[src/rtl/mult_share_ctrl_pkg.sv]
// Shared types for the multiplier-sharing controller.
// Latency: n/a (types and constants only).
// Backpressure: n/a.
package mult_share_pkg;

  // Controller FSM: grant in IDLE, fire the multiplier in ISSUE, hold the product in RESP.
  typedef enum logic [1:0] {
    S_IDLE  = 2'd0,
    S_ISSUE = 2'd1,
    S_RESP  = 2'd2
  } ms_state_t;

  // Register stages inside the external multiplier (operands in -> product out).
  localparam int MULT_LATENCY = 1;

endpackage

[src/rtl/mult_share_ctrl_if.sv]
// Bundle of request, response and multiplier-side signals around the shared multiplier.
// Latency: n/a (wiring only).
// Backpressure: req_valid/req_ready per requester, rsp_valid/rsp_ready on the single response.
//
// Signals:
//   req_valid/req_ready [N_REQ]     per-requester handshake, req_ready is one-hot or zero
//   req_a/req_b [N_REQ*WIDTH]       signed operands, requester i at [i*WIDTH +: WIDTH]
//   rsp_valid/rsp_ready, rsp_id, rsp_p  tagged product response
//   mult_ce, mult_a, mult_b, mult_p     external registered multiplier connection
//   op_count [32]                   completed responses since reset
// Modports: slave = the controller, master = everything around it (engines, consumer, multiplier).
interface mult_share_ctrl_if #(
  parameter int WIDTH = 32,
  parameter int N_REQ = 4
);
  localparam int ID_W = $clog2(N_REQ);

  logic [N_REQ-1:0]       req_valid;
  logic [N_REQ-1:0]       req_ready;
  logic [N_REQ*WIDTH-1:0] req_a;
  logic [N_REQ*WIDTH-1:0] req_b;
  logic                   rsp_valid;
  logic                   rsp_ready;
  logic [ID_W-1:0]        rsp_id;
  logic [2*WIDTH-1:0]     rsp_p;
  logic                   mult_ce;
  logic [WIDTH-1:0]       mult_a;
  logic [WIDTH-1:0]       mult_b;
  logic [2*WIDTH-1:0]     mult_p;
  logic [31:0]            op_count;

  modport slave (
    input  req_valid, req_a, req_b, rsp_ready, mult_p,
    output req_ready, rsp_valid, rsp_id, rsp_p, mult_ce, mult_a, mult_b, op_count
  );

  modport master (
    output req_valid, req_a, req_b, rsp_ready, mult_p,
    input  req_ready, rsp_valid, rsp_id, rsp_p, mult_ce, mult_a, mult_b, op_count
  );

endinterface

[src/rtl/mult_share_ctrl_arb.sv]
// Round-robin arbiter: search starts one past the last winner, first pending request wins.
// Latency: combinational grant; pointer updates on the clock edge of an enabled, non-empty cycle.
// Backpressure: none of its own; i_en gates both the grant and the pointer update.
//
// Ports:
//   i_clk, i_rst      clock, async active-high reset (pointer returns to N-1 so index 0 wins first)
//   i_req [N]         pending requests
//   i_en              arbitration allowed this cycle
//   o_gnt [N]         one-hot grant, zero when disabled or nothing pending
//   o_gnt_idx         binary index of the winner (meaningful only when o_gnt != 0)
module rr_arbiter #(
  parameter int N = 4
) (
  input  logic                 i_clk,
  input  logic                 i_rst,
  input  logic [N-1:0]         i_req,
  input  logic                 i_en,
  output logic [N-1:0]         o_gnt,
  output logic [$clog2(N)-1:0] o_gnt_idx
);
  localparam int IDX_W = $clog2(N);

  logic [IDX_W-1:0] r_ptr;
  logic [IDX_W-1:0] w_idx;
  logic [IDX_W-1:0] w_cand;
  logic             w_found;

  // Walk the ring starting at ptr+1; k=N lands back on ptr itself, so the last
  // winner is considered only after everyone else.
  always_comb begin
    w_found = 1'b0;
    w_idx   = '0;
    w_cand  = '0;
    for (int k = 1; k <= N; k++) begin
      w_cand = IDX_W'((int'(r_ptr) + k) % N);
      if (!w_found && i_req[w_cand]) begin
        w_found = 1'b1;
        w_idx   = w_cand;
      end
    end
  end

  always_comb begin
    o_gnt = '0;
    if (i_en && w_found) begin
      o_gnt[w_idx] = 1'b1;
    end
  end

  assign o_gnt_idx = w_idx;

  always_ff @(posedge i_clk or posedge i_rst) begin
    if (i_rst) begin
      r_ptr <= IDX_W'(N - 1);
    end else if (i_en && |i_req) begin
      r_ptr <= w_idx;
    end
  end

endmodule

[src/rtl/mult_share_ctrl.sv]
// Shares one external registered signed multiplier among N_REQ requesters, round-robin.
// Latency: accept edge t -> rsp_valid from cycle t+2; at most one operation per 3 cycles.
// Backpressure: rsp_ready low holds RESP with operands and product frozen; no new grants meanwhile.
//
// Ports:
//   CLK, RST   clock, async active-high reset (discards any in-flight operation)
//   bus        mult_share_ctrl_if.slave: request ports, tagged response, multiplier side, op_count
module mult_share_ctrl
  import mult_share_pkg::*;
#(
  parameter int WIDTH = 32,
  parameter int N_REQ = 4
) (
  input logic              CLK,
  input logic              RST,
  mult_share_ctrl_if.slave bus
);
  localparam int ID_W = $clog2(N_REQ);

  ms_state_t        r_state;
  ms_state_t        w_state_nxt;
  logic [WIDTH-1:0] r_mult_a;
  logic [WIDTH-1:0] r_mult_b;
  logic [ID_W-1:0]  r_id;
  logic [31:0]      r_op_count;

  logic             w_arb_en;
  logic             w_accept;
  logic             w_rsp_fire;
  logic [N_REQ-1:0] w_gnt;
  logic [ID_W-1:0]  w_gnt_idx;
  logic [WIDTH-1:0] w_sel_a;
  logic [WIDTH-1:0] w_sel_b;

  // Grants only in IDLE. RST is folded in so req_ready reads 0 while reset is
  // held, even though the state register already sits in IDLE.
  assign w_arb_en   = (r_state == S_IDLE) && !RST;
  assign w_accept   = w_arb_en && |bus.req_valid;
  assign w_rsp_fire = (r_state == S_RESP) && bus.rsp_ready;

  rr_arbiter #(
    .N (N_REQ)
  ) u_arb (
    .i_clk     (CLK),
    .i_rst     (RST),
    .i_req     (bus.req_valid),
    .i_en      (w_arb_en),
    .o_gnt     (w_gnt),
    .o_gnt_idx (w_gnt_idx)
  );

  assign w_sel_a = bus.req_a[int'(w_gnt_idx)*WIDTH +: WIDTH];
  assign w_sel_b = bus.req_b[int'(w_gnt_idx)*WIDTH +: WIDTH];

  always_comb begin
    w_state_nxt = r_state;
    case (r_state)
      S_IDLE:  if (w_accept) w_state_nxt = S_ISSUE;
      S_ISSUE: w_state_nxt = S_RESP;
      S_RESP:  if (bus.rsp_ready) w_state_nxt = S_IDLE;
      default: w_state_nxt = S_IDLE;
    endcase
  end

  always_ff @(posedge CLK or posedge RST) begin
    if (RST) begin
      r_state    <= S_IDLE;
      r_mult_a   <= '0;
      r_mult_b   <= '0;
      r_id       <= '0;
      r_op_count <= '0;
    end else begin
      r_state <= w_state_nxt;
      // Operands are captured only on the accept edge and then held through
      // ISSUE and RESP, which keeps the multiplier output constant under backpressure.
      if (w_accept) begin
        r_mult_a <= w_sel_a;
        r_mult_b <= w_sel_b;
        r_id     <= w_gnt_idx;
      end
      if (w_rsp_fire) begin
        r_op_count <= r_op_count + 32'd1;
      end
    end
  end

  assign bus.req_ready = w_gnt;
  // CE is dropped in IDLE on purpose so the idle multiplier output clears to 0.
  assign bus.mult_ce   = (r_state == S_ISSUE) || (r_state == S_RESP);
  assign bus.mult_a    = r_mult_a;
  assign bus.mult_b    = r_mult_b;
  assign bus.rsp_valid = (r_state == S_RESP);
  assign bus.rsp_id    = r_id;
  assign bus.rsp_p     = bus.mult_p;
  assign bus.op_count  = r_op_count;

endmodule

[src/flat_wrapper.sv]
// flat-port wrapper written by rule: the top's interface ports become plain ports
module mult_share_ctrl_flat import mult_share_pkg::*;
#(
  parameter int WIDTH = 32,
  parameter int N_REQ = 4
)
  (CLK, RST, bus_req_valid, bus_req_a, bus_req_b, bus_rsp_ready, bus_mult_p, bus_req_ready, bus_rsp_valid, bus_rsp_id, bus_rsp_p, bus_mult_ce, bus_mult_a, bus_mult_b, bus_op_count);
  mult_share_ctrl_if #(.WIDTH(WIDTH), .N_REQ(N_REQ)) bus_i ();
  input logic CLK;
  input logic RST;
  input wire logic [$bits(bus_i.req_valid)-1:0] bus_req_valid;
  input wire logic [$bits(bus_i.req_a)-1:0] bus_req_a;
  input wire logic [$bits(bus_i.req_b)-1:0] bus_req_b;
  input wire logic [$bits(bus_i.rsp_ready)-1:0] bus_rsp_ready;
  input wire logic [$bits(bus_i.mult_p)-1:0] bus_mult_p;
  output wire logic [$bits(bus_i.req_ready)-1:0] bus_req_ready;
  output wire logic [$bits(bus_i.rsp_valid)-1:0] bus_rsp_valid;
  output wire logic [$bits(bus_i.rsp_id)-1:0] bus_rsp_id;
  output wire logic [$bits(bus_i.rsp_p)-1:0] bus_rsp_p;
  output wire logic [$bits(bus_i.mult_ce)-1:0] bus_mult_ce;
  output wire logic [$bits(bus_i.mult_a)-1:0] bus_mult_a;
  output wire logic [$bits(bus_i.mult_b)-1:0] bus_mult_b;
  output wire logic [$bits(bus_i.op_count)-1:0] bus_op_count;
  assign bus_i.req_valid = bus_req_valid;
  assign bus_i.req_a = bus_req_a;
  assign bus_i.req_b = bus_req_b;
  assign bus_i.rsp_ready = bus_rsp_ready;
  assign bus_i.mult_p = bus_mult_p;
  assign bus_req_ready = bus_i.req_ready;
  assign bus_rsp_valid = bus_i.rsp_valid;
  assign bus_rsp_id = bus_i.rsp_id;
  assign bus_rsp_p = bus_i.rsp_p;
  assign bus_mult_ce = bus_i.mult_ce;
  assign bus_mult_a = bus_i.mult_a;
  assign bus_mult_b = bus_i.mult_b;
  assign bus_op_count = bus_i.op_count;
  mult_share_ctrl #(.WIDTH(WIDTH), .N_REQ(N_REQ)) u_core (.CLK(CLK), .RST(RST), .bus(bus_i));
endmodule
[config.mk]
export PLATFORM = sky130hd
export DESIGN_NAME = mult_share_ctrl_flat
export DESIGN_NICKNAME = d
export VERILOG_FILES = /design/src/rtl/mult_share_ctrl_pkg.sv /design/src/rtl/mult_share_ctrl_if.sv /design/src/rtl/mult_share_ctrl_arb.sv /design/src/rtl/mult_share_ctrl.sv /design/src/flat_wrapper.sv
export SDC_FILE = /design/constraint.sdc
export NUM_CORES = 1
export LEC_CHECK = 0
export BUFFER_PORTS_ARGS = -buffer_cell sky130_fd_sc_hd__buf_2
export CORE_AREA = 2 2 193 195
export CTS_CLUSTER_SIZE = 28
export DETAILED_ROUTE_END_ITERATION = 8
export DIE_AREA = 0 0 195 197
export GPL_ROUTABILITY_DRIVEN = 0
export HOLD_SLACK_MARGIN = 0.15
export PLACE_DENSITY_LB_ADDON = 0.25
export REMOVE_ABC_BUFFERS = 1
export SYNTH_ARGS = -nofsm -noshare
export SYNTH_HDL_FRONTEND = slang
export SYNTH_HIERARCHICAL = 1
export SYNTH_SLANG_ARGS = --single-unit
[constraint.sdc]
create_clock -name CLK -period 7.1 [get_ports CLK]
set_input_delay 0.71 -clock CLK [delete_from_list [all_inputs] [get_ports CLK]]
set_output_delay 0.71 -clock CLK [all_outputs]
set_load 0.1 [all_outputs]
Word-level counts from Yosys, hierarchy flattened
Index checks and enable logic that the tools add are counted.

Register bits after elaboration: 102. Bits in latches: 0. RAM bits: 0. Bits in read-only memories: 0. Input port bits: 327. Output and inout bits: 168. Memories kept: 0.

Add/subtract/negate cells: 5. $mul: 0. Div/mod/pow operators: 0. $lt $le $gt $ge: 6. Eq/ne operators: 4. Shift-type cells: 2. Mux-type cells: 22. Bitwise gates (word level): 0. Reduce and logical (&&, ||, !) cells: 16.

Operator list (count): variable part select 128 x 8 -> 32 bit (2); adder 32 x 1 -> 32 bit (second input constant) (1); less-than comparator 2 x 3 -> 1 bit (second input constant) (5); 2-to-1 mux 2 bit (6); 2-to-1 mux 1 bit (9); binary-select mux 1 bit (select 2 bit) (4); logical AND 1 bit (8); one-hot mux 2 bit (3 select lines) (1); adder 2 x 1 -> 2 bit (second input constant) (2); adder 2 bit (second input constant) (2); zero test 1 bit (4); 2-to-1 mux 4 bit (1); OR reduction 4 bit (1); demux 1 bit (select 2 bit) (1); equality test 2 x 1 -> 1 bit (second input constant) (1); equality test 2 bit (second input constant) (1); >= comparator 2 x 1 -> 1 bit (second input constant) (1); zero test 2 bit (1); != test 2 x 1 -> 1 bit (second input constant) (1); != test 2 bit (second input constant) (1); AND reduction 2 bit (1); logical OR 1 bit (1).

Depth between registers and ports, before layout
Gate-level depths: netlist of the first run.

Depth in word-level cells: 18. Mapped depth: 7. Gate-level depth less buffers: 7.

By module
Netlist of the first run, hierarchy kept.

By module, submodules not included: mult_share_ctrl (times used 1, cells each 419, area an instance 5999.5 um2, seq. area each 2502.4 um2); rr_arbiter (times used 1, cells each 26, area an instance 257.7 um2, seq. area each 52.6 um2).

Least setup slack after synthesis of the first run
OpenSTA, ideal clock, no wires.

Path kind: input port to output port. Start: input port bus_req_valid[3]. End: output port bus_req_ready[1]. Data arrival time: 2.494 ns. Setup slack: 3.896 ns. Stages on the path: 4. Cells stage by stage: and3b_1 o31ai_4 inv_2 a211oi_2.

Cells in the longest elaborated chain, start to end: 17. Elaborated cells on any way between the ends: 29.

Ends and longest elaborated chain: start: declaration (line flat_wrapper.sv:11) `input wire logic [$bits(bus_i.req_valid)-1:0] bus_req_valid;`; binary-select mux 1 bit (select 2 bit) (line mult_share_ctrl_arb.sv:36) `if (!w_found && i_req[w_cand]) begin`; 2-to-1 mux 1 bit (implied by the code) (line mult_share_ctrl_arb.sv:36); 2-to-1 mux 1 bit (line mult_share_ctrl_arb.sv:36); zero test 1 bit (line mult_share_ctrl_arb.sv:36); logical AND 1 bit (line mult_share_ctrl_arb.sv:36); 2-to-1 mux 1 bit (line mult_share_ctrl_arb.sv:36); zero test 1 bit (line mult_share_ctrl_arb.sv:36); logical AND 1 bit (line mult_share_ctrl_arb.sv:36); [... 2 more ...]; logical AND 1 bit (line mult_share_ctrl_arb.sv:36); 2-to-1 mux 2 bit * (line mult_share_ctrl_arb.sv:36); net u_core.w_gnt_idx[1] (line mult_share_ctrl.sv:31) `logic [ID_W-1:0] w_gnt_idx;`; less-than comparator 2 x 3 -> 1 bit (implied by the code) / >= comparator 2 x 1 -> 1 bit (equally long branches) (line mult_share_ctrl_arb.sv:46) `o_gnt[w_idx] = 1'b1;`; logical AND 1 bit (implied by the code) (line mult_share_ctrl_arb.sv:46); 2-to-1 mux 1 bit (implied by the code) (line mult_share_ctrl_arb.sv:46); demux 1 bit (select 2 bit) * (line mult_share_ctrl_arb.sv:46); 2-to-1 mux 4 bit * (line mult_share_ctrl_arb.sv:45) `if (i_en && w_found) begin`; end: declaration (line flat_wrapper.sv:16) `output wire logic [$bits(bus_i.req_ready)-1:0] bus_req_ready;`.

Mark *: on every way through the listed nets, which the timed path passes. The rest lies on a longest branch. The select of a mux whose other input is x is not followed.

Worst setup path in the final report of the first run
Start: register u_core.u_arb.r_ptr[0]. End: output port bus_req_ready[1].

Cells in the longest elaborated chain, start to end: 18. Elaborated cells on any way between the ends: 33.

Ends and longest elaborated chain: start: declaration (line mult_share_ctrl_arb.sv:23) `logic [IDX_W-1:0] r_ptr;`; start signal: assignment (line mult_share_ctrl_arb.sv:54) `r_ptr <= IDX_W'(N - 1);`; start signal: assignment (line mult_share_ctrl_arb.sv:56) `r_ptr <= w_idx;`; adder 2 x 1 -> 2 bit (line mult_share_ctrl_arb.sv:35) `w_cand = IDX_W'((int'(r_ptr) + k) % N);`; binary-select mux 1 bit (select 2 bit) (line mult_share_ctrl_arb.sv:36); 2-to-1 mux 1 bit (implied by the code) (line mult_share_ctrl_arb.sv:36); 2-to-1 mux 1 bit (line mult_share_ctrl_arb.sv:36); zero test 1 bit (line mult_share_ctrl_arb.sv:36); logical AND 1 bit (line mult_share_ctrl_arb.sv:36); 2-to-1 mux 1 bit (line mult_share_ctrl_arb.sv:36); zero test 1 bit (line mult_share_ctrl_arb.sv:36); [... 3 more ...]; logical AND 1 bit (line mult_share_ctrl_arb.sv:36); 2-to-1 mux 2 bit * (line mult_share_ctrl_arb.sv:36); net u_core.w_gnt_idx[1] (line mult_share_ctrl.sv:31); less-than comparator 2 x 3 -> 1 bit (implied by the code) / >= comparator 2 x 1 -> 1 bit (equally long branches) (line mult_share_ctrl_arb.sv:46); logical AND 1 bit (implied by the code) (line mult_share_ctrl_arb.sv:46); 2-to-1 mux 1 bit (implied by the code) (line mult_share_ctrl_arb.sv:46); demux 1 bit (select 2 bit) * (line mult_share_ctrl_arb.sv:46); 2-to-1 mux 4 bit * (line mult_share_ctrl_arb.sv:45).

Marked as above.

==> run summary, run 1 <==
Category of the worst setup path capture point: an output pin. Clock skew on the completed layout was measured at 0.0122 ns. The tools report the buffer depth of the longest clock path as 2.

Starting density of the core: 17.3%. Net switching is 57.8% of the power. The die extent in x works out to 195 um. For the final design instance area without fill, the log shows 8480 um^2. The first TritonRoute pass finished after 6 iterations.

The die is 197 um tall. The part of the total power dissipated in combinational logic was 65.6%; the detailed placement HPWL was 30900 um. IR analysis of the VDD net gives a maximum drop of 228 uV.

The routed design could run at a clock period as short as 3.86 ns. The analysis attributes to cell leakage a power of 3.97 nW. The share of the clock period used by the worst path came out at 54.3%. For the total power, the log shows 4.35 mW. The sum of routed wire length over all layers was 35000 um; the worst-case reg-to-reg path depth was 6. Dividing the detail-routed wire length by the instance count gives 28.8 um. After synthesis the netlist holds a flip-flop and latch count of 102. The detail-routed via count per cell is 4.10, and the depth of the CTS H-tree is 3.

The tightest min-delay check is of the in -> async type. Multiplexer area fraction after synthesis: 35.6%. The tools report the end of the worst register-to-register path as u_core/bus.mult_b[7]$_DFFE_PP0P_. After synthesis, the mean cell area works out to 14.1 um^2.

The worst setup path is of the reg -> out kind. For the count of nets left with antenna violations after detail routing, the log shows 0. After routing, the total negative slack on setup checks comes to 0 ns. After synthesis the cells add up to 6260 um^2. The tools report the number of failing hold endpoints at the final stage as 0. For the final-report max-slew violation count, the log shows 0.

TritonCTS created 9 clock buffers. After detailed routing, the number of remaining DRC violations is 0. The fraction of synthesized cell area in xor and xnor cells is 4.34%. The tools report the overall track demand over capacity in global routing as 18.2%. The tools report the total of warnings raised by yosys as 6. The simple-gate portion of the synthesized area was 6.40%. The number of library cell types mapped by synthesis came out at 41. Data on the critical path is required at its endpoint by 6.39 ns. Post-synthesis instance total: 445. The number of setup violations in the final report is 0. Summing the areas of all compound-gate instances in the mapped netlist gives 1.98% of the synthesized area. The worst register-to-register path has a setup slack of 3.77 ns. In the layout the commonest cells are 366 x sky130_fd_sc_hd__buf_2, 100 x sky130_fd_sc_hd__dfrtp_1, 69 x sky130_fd_sc_hd__mux2_2. 495 I/O pins were placed. The sequential element share of the synthesized area came out at 40.8%. The finished layout holds 1217 standard cells, fillers aside. The run gives 0 as the post-CTS setup buffer count. The clock latency of the later-clocked register in the worst-skew pair came out at 0.38 ns. Leaving out fill and tap cells, the most frequent cell in the layout is sky130_fd_sc_hd__buf_2. The run gives 135 as the DRC violation total after the first TritonRoute iteration.

The fraction of layout cells with a size suffix above 1 works out to 72.3%. Counting tap cells, the placed design contains a total of 1198 instances. The power per standard cell area was 513 nW/um^2. In this run the standard cell core region covers 36300 um^2. In this run, the clock network consumes 13.0% of the power. The initial antenna violation count is 4. The CTS sink count was 102; the largest fanout on the critical path was 48.

In this run the power spent charging and discharging nets is 2.51 mW. Port buffering added 366 buffers. The row count was 70. Cell internal power was estimated by the tool at 1.83 mW. For this run the aggregate overflow at the end of global routing stands at 0. Summing over every cut layer, the via total after detailed routing is 4990. Across the run, the number of max-cap violations was 0. The floorplan step defined a die boundary enclosing 38400 um^2. The largest net degree at the start of global routing came out at 67. Source of the critical timing path: u_core/u_arb/r_ptr[0]$_DFFE_PP1P_. Data on the critical path arrives at its endpoint at 3.15 ns. The element type at the critical path start was a register.

The number of gates resized after cts is 0, and the remaining max-slew budget at the tightest pin is 34.0%. After the last flow step, the layout net total stands at 1073. Relative to the synthesized area, the layout overhead comes to 35.5%. Number of buffers added to fix hold violations after cts: 0. The dominant combinational cell family by area after synthesis is multiplexers. In this run the critical register-to-register path is launched from u_core/u_arb/r_ptr[1]$_DFFE_PP1P_. The first global-routing pass estimated 46000 um of wire. Via count of the first global-routing pass: 5220. TritonCTS built the clock tree.

Summing all placed instances gives a cell area of 8150 um^2. For the register share of total power, the log shows 21.5%. Clock-pin slew was measured on the worst setup and hold paths at 0.07 ns. The maximum clock frequency was 259 MHz; the slew at the pin with the worst max-slew slack was 0.990 ns. Fill cell total of the finished layout: 3946. After Yosys synthesis, full adders, half adders and majority gates account for 1.00% of the synthesized area. Setup repair after global routing left no endpoint under its margin. The run finished with clean final reports. The tree is rooted in a sky130_fd_sc_hd__clkbuf_16.
[power by group through the flow]
stage          combinational [mW]  sequential [mW]  clock, mW
6_report                     2.85            0.933      0.564
5_1_grt                      2.96            0.963      0.614
4_1_cts                      2.88            0.935      0.593
3_5_place_dp                 2.87            0.943          0
3_3_place_gp                 2.87            0.939          0
2_1_floorplan               0.891             2.42          0
[how the worst max path moves through the flow]
stage | to | slack (ns) | cells after the start
floorplan | u_core/bus.mult_a[0]$_DFFE_PP0P_ | 2.54 | 5
global placement | bus_req_ready[1] | 3.23 | 7
detailed placement | bus_req_ready[1] | 3.29 | 7
CTS | bus_req_ready[1] | 3.18 | 6
global route | bus_req_ready[1] | 3.05 | 6
finish | bus_req_ready[1] | 3.24 | 6
[metrics by stage]
stage	setup WS, ns	hold WS [ns]	utilization (%)
after floorplan	2.54	0.498	-
after global placement	3.23	0.459	22.5
after detailed placement	3.29	0.479	22.5
after CTS	3.18	0.372	23.4
after global routing	3.05	0.385	23.4
final	3.24	0.408	23.4
[state kept, by name, summed over array words and instances (netlist names)]
name,flops
u_core/bus.rsp_id,2
u_core/bus.op_count,32
u_core/u_arb/r_ptr,2
u_core/bus.mult_b,32
u_core/r_state,2
u_core/bus.mult_a,32
[layer usage]
layer  part of all wire (%)  global-route usage (%)  routed length, um  vias to the layer above
met3                     24                    20.1               8490                       30
met2                     49                    31.1              17300                      363
li1                       -                       -                  -                     2195
met4                    2.8                    6.33                974                        2
met5                  0.040                       0                 14                        -
met1                     24                    12.5               8290                     2400
[layout make-up]
type,instances,area [um^2],share of cell area (%)
Clock inverter,6,92.6,1.09
Timing Repair Buffer,370,1860,22.0
Sequential cell,102,2550,30.1
Tap cell,468,586,6.91
Antenna cell,3,7.51,0.0885
Inverter,11,45.0,0.531
Multi-Input combinational cell,247,3100,36.6
Clock buffer,10,229,2.70
[cell families (layout without fill, tap and decap cells)]
family          after synthesis  in the layout
simple gates                 66             66
compound gates               11             11
other cells                   0              3
flops                       102            102
buf+inv                      96            397
xor+xnor                     31             31
fa+ha+maj                     5              5
mux                         134            134
[critical path: stages, from the launching register on]
cell and delay (ns):
sky130_fd_sc_hd__dfstp_2 0.55, sky130_fd_sc_hd__and3b_1 0.20, sky130_fd_sc_hd__o31ai_4 0.34, sky130_fd_sc_hd__clkinv_2 0.45, sky130_fd_sc_hd__buf_4 0.50, sky130_fd_sc_hd__a211oi_2 0.23, sky130_fd_sc_hd__buf_2 0.46
[synthesized netlist by cell type (all sizes together)]
library cell  number  area share, %
dfrtp            100             40
buf               79            8.8
mux2              69             12
mux4              64             23
xnor2             22            3.1
nand3             18            1.5
inv               11           0.66
nand2             11           0.66
xor2               9            1.3
and3               6           0.62
clkbuf             6           0.36
ha                 5            1.0
nor2               5           0.30
nand4              4           0.40
nor2b              4           0.40
nor3               4           0.32
nor4               3           0.64
o21ai              3           0.24
a211oi             2           0.40
and4               2           0.28
dfstp              2           0.84
nand2b             2           0.20
nor3b              2           0.42
o32a               2           0.32
or2                2           0.20
a21oi              1           0.14
a31oi              1           0.10
and2b              1           0.12
and3b              1           0.14
mux2i              1           0.16
o31ai              1           0.34
o41ai              1           0.44
or4                1           0.18
No activity file was read; power rests on OpenSTA's default activity.
==> run 2, diff against run 1 <==
Clock period 7.1 ns to 3.6 ns, I/O delays scaled along.
==> run 2 against run 1 <==
Compared with the run above:
- cell count unchanged
- core utilization increased by 0.11 points
- global-route usage increased by 0.39 points
- clock power increased by 93%
- worst setup slack got worse by 2.7 ns
- combinational power increased by 98%
- routed wire length increased by 1.9%
- clock skew decreased by 0.0029 ns
- critical path depth decreased by 1
- sequential power increased by 97%
- sequential share of layout area decreased by 0.15 points
- first-iteration DRC count increased by 39%
- largest power group unchanged
==> run summary, run 2 (synthesis gave the netlist of run 1 again) <==
The die area is 38400 um^2, and the power per standard cell area is 1010 nW/um^2. The flow ran to the end, and the final reports show no timing, DRC or antenna violations. The floorplan step set the die width to 195 um.

The DRC violation total after the first TritonRoute iteration came out at 188. For this run the aggregate overflow at the end of global routing stands at 0. The sum of routed wire length over all layers is 35700 um, and the standby leakage power is 4.00 nW. The total core area is 36300 um^2, and the detailed placement HPWL is 31100 um. For the via count of the first global-routing pass, the log shows 5256. After detailed routing, the average wire length per cell comes to 29.4 um.

Setup repair after global routing left no endpoint under its margin. STA classifies the critical path endpoint as an output pin. The detail-routed via count per cell works out to 4.10. The logs give 0 for the final-report max-slew violation count and 3.24 ns for the data required time at the worst endpoint.

Data on the critical path arrives at its endpoint at 2.69 ns. Measured along the y axis, the die boundary spans 197 um. The final design instance area without fill was 8520 um^2; the peak per-stage delay on the critical path was 0.55 ns. The path class of the tightest hold or removal check is in -> reg. Summing all placed instances gives a cell area of 8200 um^2.

The number of buffer cells added on primary ports is 366. Launch point of the worst reg-to-reg path: u_core/u_arb/r_ptr[0]$_DFFE_PP1P_. Tracing the worst setup path back leads to its startpoint at u_core/u_arb/r_ptr[0]$_DFFE_PP1P_.

Max-cap violations in this run came to 0. The clock-pin slew of the registers on the worst-case setup and hold paths is 0.08 ns, and the pre-CTS setup slack is 0.776 ns. The logs give 0 for the count of nets left with antenna violations after detail routing and 0 for the number of failing hold endpoints at the final stage. The tools report the number of setup violations in the final report as 0. In the post-route analysis, the smallest setup slack over all paths is 0.552 ns. The overall track demand over capacity in global routing came out at 18.6%. The worst pin sits at a relative slew slack of 49.8%. For the worst-skew pair, the clock arrives at the later sink with an insertion delay of 0.37 ns. The tools report the number of top-level design ports as 495. The clock tree synthesis step divided the H-tree into 3 levels. The share of the clock period used by the worst path was 84.7%. The root buffer cell chosen for the clock tree is sky130_fd_sc_hd__clkbuf_16. Clock tree synthesis found a total of 102 sinks.

For the pin with the worst max-slew slack, the measured transition is 0.746 ns. Derived from the worst setup path, the maximum achievable clock frequency is 328 MHz. At the end of the flow, the number of nets in the layout was 1076.

For this configuration, the core starts out at a cell density of 17.3%. The setup skew after layout was 0.00928 ns; the number of search-and-repair iterations in the first detailed-routing pass was 4. Leaving out fill and tap cells, the most frequent cell in the layout is sky130_fd_sc_hd__buf_2. The tools report the element type at the critical path start as a register. The row count is 70, and the largest fanout on the critical path is 22. Of the cells placed in the final design, the portion with a size suffix greater than 1 is 72.1%. The worst IR drop on VDD came out at 469 uV. Critical path class: reg -> out.

After detailed routing, the number of remaining DRC violations is 0. The initial antenna violation count is 4, and the synthesis-to-layout area growth is 36.2%. Summing over every cut layer, the via total after detailed routing is 4984. The post-route minimum period was 3.05 ns. The signal on the critical path passes through and3b_1, o31ai_4, clkinv_2, a211oi_2, buf_2. In the layout the commonest cells are 366 x sky130_fd_sc_hd__buf_2, 100 x sky130_fd_sc_hd__dfrtp_1, 69 x sky130_fd_sc_hd__mux2_2. The clock passes through at most 2 buffers. In this run, post-CTS repair resized a total of 0 instances. The number of clock buffers added by TritonCTS is 9. The tools report the wire length of the first global-routing pass as 47200 um.

In this run the most critical hold path is launched from bus_rsp_ready. TritonCTS built the clock tree. The standard cell with the maximum stage delay on the critical path is sky130_fd_sc_hd__dfstp_2. The run gives 67 as the largest net degree at the start of global routing.
-- run 2: changes by cell type in the layout (fill, tap and decap cells not counted), sizes merged --
cell | previous run | this run
clkinv | 1 | 2
clkbuf | 10 | 11
clkinvlp | 2 | 1
buf | 370 | 372
diode | 3 | 1
dlygate4sd3 | 0 | 1
inv | 12 | 10
-- run 2: layer usage --
layer / global-route usage, % / vias to the layer above / wire (um)
met5: 0 / - / 9
met4: 4.55 / 2 / 551
met3: 19.6 / 22 / 8280
met2: 32.3 / 377 / 17700
met1: 13.7 / 2383 / 9160
li1: - / 2200 / -
-- run 2: power by group --
group	switching [mW]	internal [mW]	leakage (nW)
Combinational	4.21	1.45	2.59
Clock	0.488	0.607	0.146
Sequential	0.253	1.59	1.26
Total	4.95	3.64	4.00
-- run 2: worst max-delay path: cells and delay by family (launching register included) --
kind	cells	cell delay (ns)
AND/OR/NAND/NOR	1	0.20
buffers and inverters	2	0.92
AO/OA/AOI/OAI	2	0.65
flip-flops	1	0.55
-- run 2: cell type report --
type                       count  area, um^2
antenna                        1        2.50
clock buffer                  11         233
clock inverter                 4        72.6
fill                        3982       27700
inverter                      11        45.0
multi-input combinational    247        3100
sequential                   102        2550
tap                          468         586
timing repair buffer         373        1920
-- run 2: through the flow --
| stage | instances | power, mW | setup TNS (ns) | util (%) | hold WS, ns |
|---|---|---|---|---|---|
| 2_1_floorplan | 360 | 6.54 | -55.48 | - | 0.272 |
| 3_3_place_gp | 1200 | 7.55 | 0 | 22.6 | 0.448 |
| 3_5_place_dp | 1200 | 7.55 | 0 | 22.6 | 0.447 |
| 4_1_cts | 1216 | 8.69 | 0 | 23.5 | 0.294 |
| 5_1_grt | 1216 | 8.96 | 0 | 23.5 | 0.324 |
| 6_report | 1217 | 8.59 | 0 | 23.5 | 0.321 |
-- run 2: repair_timing --
item,CTS,global route
buffers inserted,0,0
hold buffers,1,0
endpoints found under the hold margin,2,0
-- run 2: worst paths after layout --
path | endpoint | slack (ns) | cells past startpoint
max | bus_req_ready[1] | 0.55 | 5
min | u_core/bus.op_count[2]$_DFFE_PP0P_ | 0.32 | 3
max reg2reg | u_core/bus.mult_a[9]$_DFFE_PP0P_ | 0.76 | 6
min reg2reg | u_core/bus.op_count[31]$_DFFE_PP0P_ | 0.47 | 1
max in group asynchronous | u_core/bus.mult_a[2]$_DFFE_PP0P_ | 2.11 | 4
min in group asynchronous | u_core/u_arb/r_ptr[1]$_DFFE_PP1P_ | 0.61 | 3
